### config.mk
export PLATFORM = sky130hd
export DESIGN_NAME = volume_ramp
export DESIGN_NICKNAME = d
export VERILOG_FILES = /design/src/rtl/audio_pkg.sv /design/src/rtl/step_divider.sv /design/src/rtl/volume_ramp.sv
export SDC_FILE = /design/constraint.sdc
export NUM_CORES = 1
export LEC_CHECK = 0
export CAP_MARGIN = 20
export CORE_MARGIN = 2
export CORE_UTILIZATION = 35
export CTS_BUF_LIST = sky130_fd_sc_hd__clkbuf_8
export CTS_CLUSTER_SIZE = 14
export DETAILED_ROUTE_END_ITERATION = 10
export PLACE_DENSITY_LB_ADDON = 0.1
export SLEW_MARGIN = 20
export SYNTH_ARGS = -nofsm -noshare
export SYNTH_HDL_FRONTEND = slang
export SYNTH_SLANG_ARGS = --single-unit
export TNS_END_PERCENT = 50
### constraint.sdc
create_clock -name clk -period 2.95 [get_ports clk]
set_input_delay 0.59 -clock clk [delete_from_list [all_inputs] [get_ports clk]]
set_output_delay 0.59 -clock clk [all_outputs]
set_load 0.05 [all_outputs]
### src/rtl/audio_pkg.sv
// Shared audio definitions: volume ramp states, the default gain index width,
// and a helper for sizing modulo counters.
package audio_pkg;

  localparam int DEFAULT_VOLUME_BITS = 8;

  typedef enum logic [0:0] {
    IDLE = 1'b0,
    RAMP = 1'b1
  } vol_state_t;

  // A modulo-1 counter still needs one bit to hold its single value.
  function automatic int div_width(input int step_div);
    return (step_div > 1) ? $clog2(step_div) : 1;
  endfunction

endpackage

### src/rtl/step_divider.sv
// Counts sample ticks modulo STEP_DIV; step pulses on the tick that wraps the count.
module step_divider
  import audio_pkg::*;
#(
  parameter int STEP_DIV = 4
) (
  input  logic clk,
  input  logic rst_n,
  input  logic clear,
  input  logic tick,
  output logic step
);

  localparam int CNT_W = div_width(STEP_DIV);
  localparam logic [CNT_W-1:0] LAST = CNT_W'(STEP_DIV - 1);

  logic [CNT_W-1:0] div_cnt;
  logic             at_last;

  assign at_last = (div_cnt == LAST);
  assign step    = tick && !clear && at_last;

  always_ff @(posedge clk or negedge rst_n) begin
    if (!rst_n) begin
      div_cnt <= '0;
    end else if (clear) begin
      div_cnt <= '0;
    end else if (tick) begin
      div_cnt <= at_last ? '0 : div_cnt + CNT_W'(1);
    end
  end

endmodule

### src/rtl/volume_ramp.sv
// Slews the per-channel gain index toward the requested (or muted) target one
// LSB per STEP_DIV sample ticks, so gain changes land only on sample boundaries.
module volume_ramp
  import audio_pkg::*;
#(
  parameter int VOLUME_BITS = DEFAULT_VOLUME_BITS,
  parameter int STEP_DIV    = 4
) (
  input  logic                   clk,
  input  logic                   rst_n,
  input  logic                   sample_tick,
  input  logic                   tgt_valid,
  output logic                   tgt_ready,
  input  logic [VOLUME_BITS-1:0] tgt_volume,
  input  logic                   mute,
  output logic [VOLUME_BITS-1:0] volume,
  output logic                   ramping,
  output logic                   done
);

  vol_state_t             state, state_next;
  logic [VOLUME_BITS-1:0] target_q, target_next;
  logic [VOLUME_BITS-1:0] volume_next;
  logic [VOLUME_BITS-1:0] eff_tgt;
  logic                   done_next;
  logic                   div_clear;
  logic                   div_tick;
  logic                   step;

  assign eff_tgt   = mute ? '0 : target_q;
  assign tgt_ready = (state == IDLE);
  assign ramping   = (state == RAMP);

  // Divider is held clear in IDLE so every ramp starts from a zero count.
  step_divider #(
    .STEP_DIV(STEP_DIV)
  ) u_step_divider (
    .clk  (clk),
    .rst_n(rst_n),
    .clear(div_clear),
    .tick (div_tick),
    .step (step)
  );

  always_comb begin
    state_next  = state;
    target_next = target_q;
    volume_next = volume;
    done_next   = 1'b0;
    div_clear   = 1'b0;
    div_tick    = 1'b0;
    case (state)
      IDLE: begin
        div_clear = 1'b1;
        if (tgt_valid) begin
          target_next = tgt_volume;
          state_next  = RAMP;
        end else if (eff_tgt != volume) begin
          state_next = RAMP;
        end
      end
      RAMP: begin
        // Arrival check wins over any step in the same cycle.
        if (volume == eff_tgt) begin
          state_next = IDLE;
          done_next  = 1'b1;
        end else begin
          div_tick = sample_tick;
          if (step) begin
            volume_next = (eff_tgt > volume) ? volume + VOLUME_BITS'(1)
                                             : volume - VOLUME_BITS'(1);
          end
        end
      end
      default: state_next = IDLE;
    endcase
  end

  always_ff @(posedge clk or negedge rst_n) begin
    if (!rst_n) begin
      state    <= IDLE;
      target_q <= '0;
      volume   <= '0;
      done     <= 1'b0;
    end else begin
      state    <= state_next;
      target_q <= target_next;
      volume   <= volume_next;
      done     <= done_next;
    end
  end

endmodule
Word-level counts from Yosys, hierarchy flattened

Index checks and enable logic that the tools add are counted.

Register bits after elaboration: 20
Latch bits: 0
Bits in writable memories: 0
Memory bits (read-only): 0
Bits of input ports: 13
Word-level logic and storage cells: 32
Memories: 0

$add $sub $neg: 3
$mul: 0
Div/mod/pow operators: 0
Magnitude comparators: 1
Eq/ne operators: 4
Shifts and indexed selects: 0
Muxes and demuxes: 13
Bitwise operators: 2
Reductions and logical operators: 4

Operator list:

| operator            | number |
|---|---|
| $mux 8              | 2 |
| $add 8x1->8 const B | 1 |
| $eq 8x8->1          | 1 |
| $gt 8x8->1          | 1 |
| $ne 8x8->1          | 1 |
| $sub 8x1->8 const B | 1 |
| $mux 1              | 7 |
| $mux 2              | 3 |
| $reduce_and 3->1    | 1 |
| $add 2x1->2 const B | 1 |
| $eq 2x2->1 const B  | 1 |
| $logic_and 1x1->1   | 2 |
| $ne 2x1->1 const B  | 1 |
| $not 1->1           | 2 |
| $pmux 1 s2          | 1 |
| $reduce_and 2->1    | 1 |

Logic depth before layout (Yosys ltp)

Word-level depth: 7
Gate-level depth with buffers: 13

Modules after synthesis

A second synthesis with hierarchy kept.

Cell total of the unflattened synthesis: 121
Area, all modules: 1,282.5 µm²

By module, submodules not included:

| module       | times used | cells an instance | area an instance (µm²) |
|---|---|---|---|
| volume_ramp  | 1          | 111               | 1,174.9 |
| step_divider | 1          | 10                | 107.6 |

Worst setup path before layout

No wires, ideal clock.

Path kind: register to register
Start: reg volume[1]
End: reg volume[7]
Setup time: 0.123 ns
Arrival: 2.990 ns
Slack: -0.163 ns
Stages on the path, launching flop included: 14
Buffers on the path: 0
Path through: dfrtp_1 > inv_1 > ha_1 > nor2b_1 > o211ai_1 > a21oi_1 > o31ai_4 > ha_1 > a21oi_1 > o21ai_0 > a21oi_1 > nor2_1 > mux2_4 > xnor2_2

Cells in the longest elaborated chain, start to end: 6
Elaborated cells on any way between the ends: 11
Those cells by class: add/sub (2); order compare (1); eq/ne (1); mux (3); bitwise (1); reduce/logical (3)

Ends and longest elaborated chain:

| item                            | RTL line           | source |
|---|---|---|
| start: declaration              | volume_ramp.sv:16  | `output logic [VOLUME_BITS-1:0] volume,` |
| start signal: assignment        | volume_ramp.sv:88  | `volume <= volume_next;` |
| $eq 8x8->1                      | volume_ramp.sv:64  | `if (volume == eff_tgt) begin` |
| $mux 1                          | volume_ramp.sv:64  |  |
| $mux 1                          | volume_ramp.sv:52  | `case (state)` |
| $logic_and 1x1->1 (2 in series) | step_divider.sv:21 | `assign step = tick && !clear && at_last;` |
| $reduce_and 3->1 (no line)      | n/a                |  |

Parallel ways exist; a longest one is shown, timed or not.
A chain may end at the register's enable or synchronous reset.

Final worst setup path

Start: in mute
End: reg volume[7]

Cells in the longest elaborated chain, start to end: 7
Elaborated cells on any way between the ends: 10
Those cells by class: order compare (1); eq/ne (1); mux (4); bitwise (1); reduce/logical (3)

Ends and longest elaborated chain:

| item                            | RTL line           | source |
|---|---|---|
| start: declaration              | volume_ramp.sv:15  | `input logic mute,` |
| $mux 8 *                        | volume_ramp.sv:30  | `assign eff_tgt = mute ? '0 : target_q;` |
| $eq 8x8->1                      | volume_ramp.sv:64  |  |
| $mux 1                          | volume_ramp.sv:64  |  |
| $mux 1                          | volume_ramp.sv:52  |  |
| $logic_and 1x1->1 (2 in series) | step_divider.sv:21 |  |
| $reduce_and 3->1 (no line)      | n/a                |  |

Every way passes the cells marked *; elsewhere a longest branch is shown, timed or not.

==> metrics.md <==
| Metric | Value |
|---|---|
| Outcome | `complete, no violations` |
| Gate power share | `72.1%` |
| Count leader, synth | `dfrtp_1` |
| Diode count | `0` |
| Worst-margin pin slew | `0.7207 ns` |
| Cells after DPL | `204` |
| Cell Pwr Density | `1384 nW/um^2` |
| Drt first pass iters | `3` |
| Final Util | `55.02%` |
| Max_slew headroom | `51.85%` |
| Clock Latency Late Sink | `0.26 ns` |
| WL final | `2863 um` |
| Distinct cells, synth | `29` |
| Total GRT Usage | `14.89%` |
| Switch share | `43.04%` |
| Async S/R FF share, synth | `100.0%` |
| Filler instances | `308` |
| Clock sinks | `20` |
| Root Buffer | `clkbuf_8` |
| Worst-path clk slew | `0.08 ns` |
| Avg Cell Area, Syn | `10.47 um^2` |
| Setup slack, reg-to-reg | `0.14 ns` |
| Ports | `24` |
| Largest area contributor in the netlist | `dfrtp_1` |
| Starting DRT DRC Count | `11` |
| Leak pwr | `0.8160 nW` |
| Initial antenna violation count | `0` |
| Drt drc | `0` |
| Worst Setup SP | `mute` |
| Setup violators final | `0` |
| Final Wtd Congestion | `0.7701` |
| Crit path arrival time | `3.01 ns` |
| Top cells by area, synth | `dfrtp_1 39%, ha_1 15%, mux2_2 8.0%` |
| CTS tree | `built` |
| #FFs+latches synth | `20` |
| Number of synthesized flops with an enable pin | `0` |
| Initial Util | `37.11%` |
| Per-cell routed wire length | `13.50 um` |
| Largest net degree at the start of global routing | `21` |
| Mapped Area | `1267 um^2` |
| Sequential power share | `19.7%` |
| Global-route wire length before repair | `4774 um` |
| Core Area | `3416 um^2` |
| CP Launch Type | `primary input` |
| Hold crit path type | `reg -> reg` |
| Post-synthesis sequential area ratio | `39.49%` |
| Clock Skew | `0.003760 ns` |
| Max-slew violations | `0` |
| Power Total | `2.601 mW` |
| Via Count | `1025` |
| Max Cap Violations | `0` |
| YS warnings | `0` |
| Vias per cell | `4.835` |
| Die area | `4118 um^2` |
| Clock buffer count from CTS | `3` |
| Post-Syn Nets | `150` |
| Die Span X | `64.18 um` |
| Vias in the first global route | `1084` |
| Share of post-route cells with drive strength above 1 | `36.75%` |
| Synth Flop Type | `dfrtp_1` |
| Fin. Hold Viols | `0` |
| Nets@finish | `196` |
| Upper clock frequency limit | `350.2 MHz` |
| Buffer depth of the longest clock path | `2` |
| Net switching power | `1.119 mW` |
| Kind of critical path | `in -> reg` |
| Place WS | `-0.7547 ns` |
| I/O Buffers | `23` |
| Post-synth top area share | `39.49%` |
| Minimum clock period | `2.855 ns` |
| Setup TNS | `0 ns` |
| # rows | `21` |
| Max rail drop VDD | `0.6541 mV` |
| R2R Path Start | `volume[1]$_DFFE_PN0P_` |
| Grt ovf | `0` |
| DP Area | `1672 um^2` |
| FF-to-FF End | `volume[7]$_DFFE_PN0P_` |
| Final Instance Count excl. Fillers | `212` |
| Clk pwr share | `8.2%` |
| Max Fanout on Critical Path | `8` |
| Antenna-violating nets left | `0` |
| H-Tree Depth | `1` |
| Final Instance Area | `1879 um^2` |
| Crit end category | `register` |
| Power Internal | `1.481 mW` |
| Synth Instances | `121` |
| Cell depth of the worst flop-to-flop path | `15` |
| Area of the multi-input gates | `845.8 um^2` |
| CP Capture Point | `volume[7]$_DFFE_PN0P_` |
| Seq. cell area | `505.5 um^2` |
| HPWL after DPL | `2112 um` |
| Area growth from synthesis to layout | `48.27%` |
| Top cells by count, synth | `20 x dfrtp_1, 15 x ha_1, 10 x a21oi_1, 10 x nor2b_1` |
| Hold slack | `0.5012 ns` |
| Req. time, crit path | `3.10 ns` |
| Fin worst setup slack | `0.09480 ns` |
| DIE HEIGHT | `64.18 um` |
| Fin crit share | `96.79%` |
area by class of cell:
cell class	count	area share, %
multi-input cells	91	45.01
flip-flops and latches	20	26.90
repair buffers	43	20.51
well taps	46	3.063
clock buffers	4	2.929
inverters	8	1.598
flip-flops by register name (all words and copies together) (netlist names):
register / flops
ramping: 1
u_step_divider.div_cnt: 2
done: 1
target_q: 8
volume: 8
worst max-delay path, cell delays in order:
cell	delay, ns
buf_4	0.15
nor2b_4	0.13
ha_4	0.21
nor2b_4	0.12
o211ai_1	0.20
a21oi_2	0.10
o31ai_4	0.23
buf_6	0.17
buf_6	0.11
ha_1	0.22
nand3_2	0.07
nand2_2	0.08
a21oi_2	0.16
nor2_1	0.05
mux2_4	0.29
xnor2_2	0.12
layout by cell type (no fill, tap or decap), types with 2 or more instances in the layout:
cell type        count
a21oi_1              4
a21oi_2              6
buf_4               19
buf_6                2
clkbuf_8             4
clkdlybuf4s50_1     22
dfrtp_1             16
dfrtp_2              4
ha_1                10
ha_4                 5
inv_1                8
mux2_2               9
nand2_1              8
nor2_1               5
nor2b_1              7
nor2b_4              2
nor3_1               2
o21ai_0              6
o21ai_1              2
xnor2_1              4
xor2_1               2
how the worst min path moves through the flow:
stage,start,to,cells after the start,slack (ns)
4_1_cts,target_q[2]$_DFFE_PN0P_,target_q[2]$_DFFE_PN0P_,1,0.51
3_5_place_dp,target_q[2]$_DFFE_PN0P_,target_q[2]$_DFFE_PN0P_,1,0.49
3_3_place_gp,target_q[2]$_DFFE_PN0P_,target_q[2]$_DFFE_PN0P_,1,0.49
2_1_floorplan,rst_n,done$_DFF_PN0_,0,0.29
5_1_grt,target_q[3]$_DFFE_PN0P_,target_q[3]$_DFFE_PN0P_,1,0.54
6_report,target_q[2]$_DFFE_PN0P_,target_q[2]$_DFFE_PN0P_,1,0.50
power by group through the flow:
stage	Combinational (mW)	Sequential [mW]	Clock, mW
detailed placement	1.53	0.504	0
finish	1.87	0.513	0.213
CTS	1.62	0.502	0.224
global placement	1.49	0.504	0
floorplan	0.828	0.666	0
global route	2.04	0.536	0.242
timing repair:
| action | 4_1_cts | 5_1_grt |
|---|---|---|
| resized for setup | 9 | 22 |
| pin swaps | 2 | 11 |
| setup endpoints to repair | 7 | 3 |
| hold buffers | 0 | 0 |
| setup buffers | 2 | 2 |
per-layer routing:
metal | part of all wire (%) | global-route usage, %
met5 | 0 | 0
met4 | 1.2 | 4.787
met3 | 2.8 | 2.641
met2 | 55 | 27.08
met1 | 41 | 17.60
cell families after synthesis:
| family | after synthesis | share of synthesized area [%] |
|---|---|---|
| XOR/XNOR | 7 | 5.430 |
| buffers and inverters | 10 | 3.060 |
| flip-flops | 20 | 39.49 |
| multiplexers | 11 | 9.970 |
| AO/OA/AOI/OAI | 23 | 11.75 |
| adder cells (fa/ha/maj) | 16 | 16.39 |
| AND/OR/NAND/NOR | 34 | 13.92 |
Power figures use the tool's default switching activity.
